[src/rtl/if_stage_pkg.sv]
// Shared constants and state encoding for the instruction-fetch stage.
// Field positions locate the opcode and func fields within an instruction word.
package if_stage_pkg;

    typedef enum logic {
        IF_IDLE = 1'b0,
        IF_RUN  = 1'b1
    } if_state_e;

    localparam logic [31:0] NOP_INSTR = 32'h0;

    localparam int OPC_HI  = 31;
    localparam int OPC_LO  = 26;
    localparam int FUNC_HI = 5;
    localparam int FUNC_LO = 0;

endpackage

[src/rtl/if_stage_if_id_reg.sv]
// IF/ID pipeline register: holds the fetched instruction, its PC+1 and a valid flag.
// A flush inserts a NOP bubble and takes priority over hold.
module if_id_reg
    import if_stage_pkg::*;
#(
    parameter int N = 32
) (
    input  logic         clock,
    input  logic         reset,
    input  logic         hold,
    input  logic         flush,
    input  logic         load,
    input  logic [N-1:0] instr_in,
    input  logic [N-1:0] pc_plus1_in,
    output logic [N-1:0] instr,
    output logic [N-1:0] pc_plus1,
    output logic         valid
);

    logic [N-1:0] instr_q, instr_d;
    logic [N-1:0] pc_plus1_q, pc_plus1_d;
    logic         valid_q, valid_d;

    always_comb begin
        instr_d    = instr_q;
        pc_plus1_d = pc_plus1_q;
        valid_d    = valid_q;
        if (flush) begin
            instr_d    = N'(NOP_INSTR);
            pc_plus1_d = '0;
            valid_d    = 1'b0;
        end else if (!hold && load) begin
            instr_d    = instr_in;
            pc_plus1_d = pc_plus1_in;
            valid_d    = 1'b1;
        end
    end

    always_ff @(posedge clock or posedge reset) begin
        if (reset) begin
            instr_q    <= N'(NOP_INSTR);
            pc_plus1_q <= '0;
            valid_q    <= 1'b0;
        end else begin
            instr_q    <= instr_d;
            pc_plus1_q <= pc_plus1_d;
            valid_q    <= valid_d;
        end
    end

    assign instr    = instr_q;
    assign pc_plus1 = pc_plus1_q;
    assign valid    = valid_q;

endmodule

[src/rtl/if_stage.sv]
// Instruction-fetch stage: owns the PC and the IDLE/RUN fetch state machine, drives the
// instruction memory read port and feeds the IF/ID register.
module if_stage
    import if_stage_pkg::*;
#(
    parameter logic [31:0] RESET_PC = 32'd0,
    parameter int          N        = 32
) (
    input  logic         clock,
    input  logic         reset,
    input  logic         start,
    input  logic         halt,
    input  logic         stall,
    input  logic         branch_taken,
    input  logic [N-1:0] branch_target,
    output logic         imem_ren,
    output logic [N-1:0] imem_addr,
    input  logic [N-1:0] imem_dout,
    output logic [N-1:0] pc,
    output logic [N-1:0] if_id_instr,
    output logic [N-1:0] if_id_pc_plus1,
    output logic         if_id_valid,
    output logic [5:0]   opcode,
    output logic [5:0]   func,
    output logic [N-1:0] fetch_count
);

    if_state_e    state_q, state_d;
    logic [N-1:0] pc_q, pc_d;
    logic [N-1:0] fetch_count_q, fetch_count_d;
    logic [N-1:0] pc_plus1;
    logic         ifid_hold, ifid_flush, ifid_load;

    assign pc_plus1 = pc_q + 1'b1;

    always_ff @(posedge clock or posedge reset) begin
        if (reset) begin
            state_q <= IF_IDLE;
        end else begin
            state_q <= state_d;
        end
    end

    // halt beats start in IDLE, so a simultaneous request leaves the block idle
    always_comb begin
        state_d = state_q;
        case (state_q)
            IF_IDLE: if (start && !halt) state_d = IF_RUN;
            IF_RUN:  if (halt)           state_d = IF_IDLE;
            default:                     state_d = IF_IDLE;
        endcase
    end

    always_comb begin
        imem_ren   = 1'b0;
        ifid_hold  = 1'b1;
        ifid_flush = 1'b0;
        ifid_load  = 1'b0;
        if (state_q == IF_RUN) begin
            imem_ren = 1'b1;
            if (halt || branch_taken) begin
                ifid_flush = 1'b1;
            end else if (!stall) begin
                ifid_hold = 1'b0;
                ifid_load = 1'b1;
            end
        end
    end

    // A taken branch overrides stall: the stalled word is wrong-path anyway
    always_comb begin
        pc_d          = pc_q;
        fetch_count_d = fetch_count_q;
        if (state_q == IF_RUN && !halt) begin
            if (branch_taken) begin
                pc_d = branch_target;
            end else if (!stall) begin
                pc_d          = pc_plus1;
                fetch_count_d = fetch_count_q + 1'b1;
            end
        end
    end

    always_ff @(posedge clock or posedge reset) begin
        if (reset) begin
            pc_q          <= N'(RESET_PC);
            fetch_count_q <= '0;
        end else begin
            pc_q          <= pc_d;
            fetch_count_q <= fetch_count_d;
        end
    end

    if_id_reg #(
        .N(N)
    ) u_if_id_reg (
        .clock       (clock),
        .reset       (reset),
        .hold        (ifid_hold),
        .flush       (ifid_flush),
        .load        (ifid_load),
        .instr_in    (imem_dout),
        .pc_plus1_in (pc_plus1),
        .instr       (if_id_instr),
        .pc_plus1    (if_id_pc_plus1),
        .valid       (if_id_valid)
    );

    assign imem_addr   = pc_q;
    assign pc          = pc_q;
    assign fetch_count = fetch_count_q;
    assign opcode      = if_id_instr[OPC_HI:OPC_LO];
    assign func        = if_id_instr[FUNC_HI:FUNC_LO];

endmodule

[config.mk]
export PLATFORM = sky130hd
export DESIGN_NAME = if_stage
export DESIGN_NICKNAME = d
export VERILOG_FILES = /design/src/rtl/if_stage_pkg.sv /design/src/rtl/if_stage_if_id_reg.sv /design/src/rtl/if_stage.sv
export SDC_FILE = /design/constraint.sdc
export NUM_CORES = 1
export LEC_CHECK = 0
export CAP_MARGIN = 0
export CORE_ASPECT_RATIO = 0.5
export CORE_UTILIZATION = 55
export DETAILED_ROUTE_END_ITERATION = 10
export DONT_BUFFER_PORTS = 1
export GPL_TIMING_DRIVEN = 0
export PLACE_DENSITY = 0.75
export SLEW_MARGIN = 40
export SYNTH_ARGS = -nofsm -noshare
export SYNTH_HDL_FRONTEND = slang
export SYNTH_SLANG_ARGS = --single-unit
export TNS_END_PERCENT = 100
[constraint.sdc]
create_clock -name clock -period 4.6 [get_ports clock]
set_input_delay 1.38 -clock clock [delete_from_list [all_inputs] [get_ports clock]]
set_output_delay 1.38 -clock clock [all_outputs]
set_load 0.02 [all_outputs]
Yosys cells after proc, flatten, opt, wreduce, memory -nomap -nowiden
Index checks and enable logic that the tools add are counted.
{ "word_totals": {"output_inout_bits": 174, "register_bits": 130} }
{ "op_classes": {"addsub": 2, "bitwise": 3, "eq_ne": 1, "reduce_logical": 9, "mux": 20} }
{ "op_table": {"columns": ["operator", "n"], "rows": [
  ["two-way mux 32 bit", 6],
  ["adder 32 x 1 -> 32 bit, second input constant", 2],
  ["two-way mux 1 bit", 13],
  ["logical AND 1 bit", 3],
  ["NOT 1 bit", 3],
  ["AND reduction 3 bit", 1],
  ["zero test 1 bit", 2],
  ["inequality test 2 x 1 -> 1 bit, second input constant", 1],
  ["case mux 1 bit (2 select lines)", 1],
  ["AND reduction 2 bit", 1],
  ["nonzero test 2 bit", 1],
  ["logical OR 1 bit", 1]
]} }

Depth between registers and ports, before layout
Gate-level depths: netlist (run 1).
{ "logic_depth": {"word_depth": 7, "depth_mapped": 7, "depth_no_buf": 6} }

Cells and area by module
Synthesis (run 1) repeated with hierarchy kept, for this count alone.
{ "unflattened": {"hier_cells": 806, "area_unflattened_um2": 7940.1} }
{ "modules_own_cells": {"columns": ["mod", "cells_each", "instances", "seq_area_each_um2", "area_each_um2"], "rows": [
  ["if_stage", 511, 1, 1626.6, 4535.6],
  ["if_id_reg", 295, 1, 1626.6, 3404.5]
]} }

Worst setup path after synthesis (run 1)
OpenSTA, ideal clock, no wires.
{ "synth_timing": {"path_type": "in2reg", "startpoint": "in halt", "endpoint": "reg fetch_count_q[27] (netlist: fetch_count[27])", "slack_ns": 1.751, "arrival_time_ns": 2.769, "setup_time_ns": 0.080, "required_ns": 4.520, "path_stages": 6, "cell_sequence": "nor4b_4 > nand4_2 > or4b_1 > clkbuf_1 > nor2_1 > xor2_1"} }
{ "synth_via": {"elab_chain_cells": 3} }
{ "synth_lines": {"columns": ["element", "line", "text"], "rows": [
  ["start, declared", "if_stage.sv:12", "input logic halt,"],
  ["zero test 1 bit", "if_stage.sv:74", "if (state_q == IF_RUN && !halt) begin"],
  ["logical AND 1 bit", "if_stage.sv:74", null],
  ["AND reduction 3 bit (no source line)", null, null],
  ["end signal, assigned", "if_stage.sv:90", "fetch_count_q <= fetch_count_d;"],
  ["end, declared", "if_stage.sv:30", "logic [N-1:0] fetch_count_q, fetch_count_d;"]
]} }
No other way between the ends.
A chain may end at the register's enable or synchronous reset.

Worst setup path after layout (run 1)
{ "layout_timing": {"startpoint": "in halt", "endpoint": "reg pc_q[11] (netlist: imem_addr[11])"} }
{ "layout_via": {"elab_chain_cells": 3} }
{ "layout_lines": {"columns": ["element", "line", "text"], "rows": [
  ["zero test 1 bit", "if_stage.sv:74", null],
  ["logical AND 1 bit", "if_stage.sv:74", null],
  ["AND reduction 2 bit (no source line)", null, null],
  ["end signal, assigned", "if_stage.sv:86", "pc_q <= N'(RESET_PC);"],
  ["end signal, assigned", "if_stage.sv:89", "pc_q <= pc_d;"],
  ["end, declared", "if_stage.sv:29", "logic [N-1:0] pc_q, pc_d;"]
]} }
No other way between the ends.

==> reports/results.tsv, run 1 <==
metric	value	unit
status	finished, final reports clean	
die area	0.0125	mm²
final instance area	0.00752	mm²
largest net degree at the start of global routing	27	
Yosys reg bits	130	
Final Wtd Congestion	0.919	
Root Buffer Master	clkbuf_16	
Max Clk Rate	0.346	GHz
GR Util All Layers	29.5	%
hold_sp	fetch_count[31]	
Sw Share	30.8	%
cts hold-fix bufs	0	
fin. max-slew vios	0	
die span in y	79.4	µm
clock skew	0.0131	ns
DRT Pass-1 Iters	5	
Leak	3.37	nW
vias in the first global route	5080	
Psw	0.999	mW
CORE AREA	0.0113	mm²
post-CTS resize count	0	
YS warnings	0	
syn avg cell area	9.90	µm²
CTS Buf Count	17	
Crit path required time	4.93	ns
Main synth FF type	dfrtp_1	
Most common cell on crit path	a21oi_1	
wire length per cell	20.6	µm
max cap viols	0	
Top-Level Pins	244	
peak supply drop	0.215	mV
Critical path origin	halt	
R2R Path Start	imem_addr[0]	
IO buf count	0	
CP max stage delay	0.53	ns
Clk pwr share	41.0	%
CP arrival	3.22	ns
dpl ws	1.40	ns
Worst-path clk slew	0.06	ns
final WL	17.8	mm
Final Hold Vio Count	0	
row cnt	27	
Post-synth EDFFs	0	
antenna violations before repair	2	
H-tree depth	4	
first-pass GRT wire length	27.6	mm
global route overflow	0	
Pwr Density	431	mW/mm²
worst-path cell chain	nand2b_1 > a21oi_1 > clkbuf_1 > buf_1 > o22ai_1 > a21oi_1	
via/cell ratio	6.11	
Post-CTS Setup Inserts	0	
routed via count	5275	
launching element type of the critical path	primary input	
Mapped Nets	738	
Num Clock Sinks	130	
NumNets Final	763	
Starting DRT DRC Count	381	
later-pin clock latency in the skew report	0.41	ns
total power	3.24	mW
# fillers	887	
Worst-Margin Slew	0.703	ns
period utilisation layout	62.8	%
Initial Utilization	58.3	%
Async SR Flop Fraction	100	%
cell area after synthesis	0.00660	mm²
Seq/Total Area, Yosys	49.3	%
Reg power frac	45.2	%
fraction of layout instances using a drive strength above 1	16.1	%
critical path peak fanout	10	
non-filler cells in the finished layout	863	
Netlist cell types	51	
placed cell area	0.00694	mm²
Combinational Power Share	13.8	%
Rel. slew slack	53.1	%
final worst slack	1.71	ns
Max Root-Sink Buffers	2	
# DRC	0	
Synth Instances	666	
Tmin final	2.89	ns
Hold WC Path Type	reg2reg	
Crit path max-delay family	buffers and inverters	
Post-Place Cells	831	
setup TNS	0	ns
Setup CP Type	in2reg	
CTS tree	done	
Area Growth Syn to Fin	14.1	%
Detail Route Antenna Nets	0	
chip width	157	µm
Buffers & Inverters on Critical Path	2	
RSZ-0062 raised after global routing	no	
Setup crit end kind	flip-flop	
DP HPWL	12.8	mm
P_int	2.24	mW
Setup violations, final	0	
CP max-delay cell	buf_1	
routing by layer:
metal / up-vias / global-route usage [%] / wire [µm]
li1: 2368 / - / -
met1: 2617 / 38.0 / 7370
met2: 256 / 47.0 / 8440
met3: 32 / 9.34 / 1700
met4: 2 / 10.3 / 279
met5: - / 0 / 8
path summary, 6_finish.rpt:
kind,to,slack (ns),depth (start not counted)
setup / recovery,imem_addr[11],1.71,6
hold / removal,fetch_count[31],0.62,1
setup reg to reg,u_if_id_reg.pc_plus1[26],1.94,6
hold reg to reg,fetch_count[31],0.62,1
max in group asynchronous,u_if_id_reg.pc_plus1[24],2.97,4
min in group asynchronous,fetch_count[8],0.85,1
power by group through the flow:
stage               Clock, mW  Sequential, mW  Combinational (mW)
finish                   1.33            1.46               0.448
global placement            0            1.48               0.417
floorplan                   0            1.44               0.358
detailed placement          0            1.48               0.443
CTS                      1.35            1.46               0.447
global route             1.40            1.48               0.491
synthesized netlist by cell type, types with 3 or more instances:
| master | number | area share, % |
|---|---|---|
| nand2b_1 | 5 | 0.47 |
| or3_1 | 6 | 0.57 |
| mux2i_1 | 8 | 1.2 |
| buf_1 | 4 | 0.23 |
| buf_2 | 9 | 0.68 |
| nor2_1 | 24 | 1.4 |
| a21oi_1 | 24 | 1.8 |
| nor3_1 | 17 | 1.3 |
| xnor2_1 | 35 | 4.6 |
| and2_1 | 5 | 0.47 |
| o211ai_1 | 3 | 0.34 |
| or4_1 | 3 | 0.34 |
| a22o_1 | 34 | 4.5 |
| nand3_1 | 41 | 3.1 |
| nor4_4 | 3 | 0.97 |
| clkbuf_1 | 27 | 1.5 |
| nand2_1 | 76 | 4.3 |
| buf_4 | 48 | 5.5 |
| and3_1 | 9 | 0.85 |
| inv_1 | 14 | 0.80 |
| a22oi_1 | 4 | 0.46 |
| o21ai_0 | 43 | 3.3 |
| and4_1 | 6 | 0.80 |
| xor2_1 | 24 | 3.2 |
| dfrtp_1 | 130 | 49 |
| o311ai_0 | 4 | 0.53 |
| o22ai_1 | 11 | 1.0 |
| nand4_1 | 16 | 1.5 |
cell type report:
type                    instances  area [µm²]  share of cell area, %
clock buffers                  21         470                   6.25
multi-input cells             432        2770                   36.7
diodes                          1        2.50                 0.0333
plain buffers                  90         532                   7.07
repair buffers                  6         138                   1.83
well taps                     159         199                   2.64
inverters                      14        56.3                  0.748
clock inverters                10         109                   1.45
flip-flops and latches        130        3250                   43.2
kinds of logic after synthesis:
family	synth area share [%]
AND/OR/NAND/NOR	18.8
adder cells (fa/ha/maj)	0.379
AO/OA/AOI/OAI	13.6
buffers and inverters	8.86
flip-flops	49.3
XOR/XNOR	7.83
multiplexers	1.21
per-stage QoR:
stage | utilization [%] | hold WS (ns)
3_5_place_dp | 61.3 | 0.614
5_1_grt | 66.5 | 0.648
3_3_place_gp | 60.1 | 0.610
6_report | 66.5 | 0.620
2_1_floorplan | - | 0.578
4_1_cts | 66.4 | 0.627
registers in the layout (all words and copies together), names as in the netlist:
register              flops
u_if_id_reg.pc_plus1     32
fetch_count              32
imem_addr                32
state_q                   1
u_if_id_reg.valid         1
u_if_id_reg.instr        32
placed cells by master, fill, tap and decap left out, types with 6 or more instances in the layout:
master | Yosys | routed
buf_4 | 48 | 48
nand4_1 | 16 | 16
o21ai_0 | 43 | 43
nor2_1 | 24 | 24
a21oi_1 | 24 | 24
clkbuf_16 | 0 | 17
dfrtp_1 | 130 | 130
o22ai_1 | 11 | 11
inv_1 | 14 | 13
clkbuf_1 | 27 | 28
xnor2_1 | 35 | 35
nand3_1 | 41 | 41
and3_1 | 9 | 9
a22o_1 | 34 | 34
nand2_1 | 76 | 76
and4_1 | 6 | 6
or3_1 | 6 | 6
mux2i_1 | 8 | 8
xor2_1 | 24 | 24
nor3_1 | 17 | 17
buf_2 | 9 | 9
worst reg2reg max path, stage by stage (launching register included):
cell and delay, ns:
dfrtp_1 0.62, ha_1 0.35, nand3_2 0.24, nor4_4 0.59, nand2_1 0.19, or4_1 0.53
nand3_1 0.08
Power figures use the tool's default switching activity.
==> inputs of run 2 (changes only) <==
Clock period 4.6 ns to 2.4 ns, I/O delays scaled along.
==> run 2 against run 1 <==
- clock skew is 0.0011 ns lower
- combinational power is 94% higher
- utilization is 0.36 points higher
- clock power is 92% higher
- cell count is 0.35% higher
- count of clock-buffer cells in the layout stayed put
- largest power group unchanged
- highest routed layer unchanged
==> reports/results.tsv, run 2 (synthesized netlist as in run 1, its figures left out) <==
metric	value	unit	change
Top-Level Pins	244		unchanged
placed cell area	0.00694	mm²	unchanged
Sw Share	30.9	%	+0.11 points
non-filler cells in the finished layout	866		+0.35%
peak supply drop	0.412	mV	+92%
setup TNS	0	ns	unchanged
first-pass GRT wire length	27.6	mm	about the same
Crit path max-delay family	simple AND/OR/NAND/NOR gates		
H-tree depth	4		unchanged
critical path peak fanout	8		-2
CP arrival	2.62	ns	-0.60 ns
commonest cells after routing, fill and taps aside	dfrtp_1 (126), nand2_1 (76), buf_4 (50)		
Starting DRT DRC Count	389		+2.1%
Clk pwr share	41.0	%	about the same
via/cell ratio	6.10		-0.20%
fin. max-slew vios	0		unchanged
global route overflow	0		unchanged
CTS tree	done		
Leak	3.40	nW	+0.75%
# DRC	0		unchanged
period utilisation layout	95.6	%	
Util after Layout	66.9	%	+0.36 points
Reg power frac	45.0	%	-0.2 points
Combinational Power Share	14.0	%	+0.2 points
final WL	17.9	mm	+0.34%
vias in the first global route	5082		+0.039%
Hold WC Path Type	in2async		
Worst-Margin Slew	0.696	ns	-0.00739 ns
fraction of layout instances using a drive strength above 1	17.4	%	+1.3 points
wire length per cell	20.6	µm	about the same
DRT Pass-1 Iters	5		unchanged
register area	0.00326	mm²	+0.15%
Max Root-Sink Buffers	2		unchanged
P_int	4.31	mW	+92%
NumNets Final	766		+0.39%
area of the multi-input gates	0.00278	mm²	+0.41%
GR Util All Layers	29.5	%	unchanged
commonest non-fill, non-tap cell in the layout	dfrtp_1		
Tmin final	2.30	ns	
cts hold-fix bufs	0		unchanged
Num Clock Sinks	130		unchanged
CORE AREA	0.0113	mm²	unchanged
routed via count	5283		+0.15%
Max Clk Rate	0.436	GHz	
Root Buffer Master	clkbuf_16		
Area Growth Syn to Fin	14.7	%	
row cnt	27		unchanged
CP max-delay cell	or4_4		
antenna violations before repair	2		unchanged
CTS Buf Count	17		unchanged
worst-path cell chain	buf_2 > and4_1 > nand3_2 > or4_4 > or3_1 > o211ai_1		
later-pin clock latency in the skew report	0.41	ns	about the same
CP max stage delay	0.58	ns	+0.05 ns
die span in y	79.4	µm	unchanged
# fillers	883		-0.45%
Pwr Density	824	mW/mm²	+91%
Final Hold Vio Count	0		unchanged
final instance area	0.00757	mm²	+0.55%
clock skew	0.0120	ns	-0.00115 ns
Crit path required time	2.73	ns	-2.20 ns
largest net degree at the start of global routing	27		unchanged
FF-to-FF setup slack	0.10	ns	-1.84 ns
Setup crit end kind	flip-flop		
Final Wtd Congestion	0.919		unchanged
Buffers & Inverters on Critical Path	1		-1
die area	0.0125	mm²	unchanged
Post-Place Cells	831		unchanged
Psw	1.93	mW	+93%
Detail Route Antenna Nets	0		unchanged
DP HPWL	12.8	mm	unchanged
Worst-path clk slew	0.06	ns	about the same
chip width	157	µm	unchanged
Setup CP Type	reg2reg		
Initial Utilization	58.3	%	unchanged
status	finished, final reports clean		
launching element type of the critical path	flip-flop		
Setup violations, final	0		unchanged
max cap viols	0		unchanged
Rel. slew slack	53.6	%	+0.49 points
IO buf count	0		unchanged
[run 2: cell types whose count changed in the layout (fill, tap and decap cells not counted), sizes merged]
cell	delta
clkbuf	+3
[run 2: routing by layer]
layer	up-vias	wire length [µm]	track usage [%]
met1	2627	7400	37.9
li1	2370	-	-
met2	249	8430	47.0
met3	35	1710	9.39
met5	-	8	0
met4	2	310	10.4
[run 2: power by group through the flow]
stage,Sequential (mW),Clock [mW],Combinational [mW]
floorplan,2.76,0,0.686
global placement,2.83,0,0.800
detailed placement,2.84,0,0.850
CTS,2.81,2.58,0.858
global route,2.83,2.68,0.956
finish,2.81,2.55,0.871
[run 2: final timing paths]
kind | from | to | cells past startpoint
worst max-delay path | imem_addr[2] | imem_addr[21] | 6
worst min-delay path | reset | fetch_count[8] | 1
worst max register to register | imem_addr[2] | imem_addr[21] | 6
worst min register to register | fetch_count[10] | fetch_count[10] | 1
max in group asynchronous | reset | u_if_id_reg.pc_plus1[20] | 4
min in group clock | halt | state_q | 1
[run 2: what timing repair did]
item | 4_1_cts | 5_1_grt
buffers inserted | 2 | 1
gates cloned | 0 | 0
endpoints found under the setup margin | 13 | 27
resized for setup | 2 | 9
pin swaps | 1 | 2
[run 2: worst register-to-register path: stages, from the launching register on]
cell	delay [ns]
dfrtp_1	0.46
buf_2	0.25
and4_1	0.31
nand3_2	0.21
or4_4	0.58
or3_1	0.32
o211ai_1	0.09
[run 2: layout make-up]
cell class,instances,area share (%)
Antenna cell,1,0.0331
Tap cell,159,2.63
Timing Repair Buffer,9,2.08
Clock buffer,21,6.22
Buffer,90,7.09
Clock inverter,10,1.44
Inverter,14,0.744
Sequential cell,130,43.1
Multi-Input combinational cell,432,36.7
[run 2: per-stage QoR]
stage,hold slack (ns),power (mW),setup WS [ns]
floorplan,0.578,3.45,0.0708
global placement,0.610,3.63,-0.624
detailed placement,0.614,3.69,-0.171
CTS,0.186,6.24,0.0105
global route,0.199,6.47,-0.00301
finish,0.189,6.23,0.105
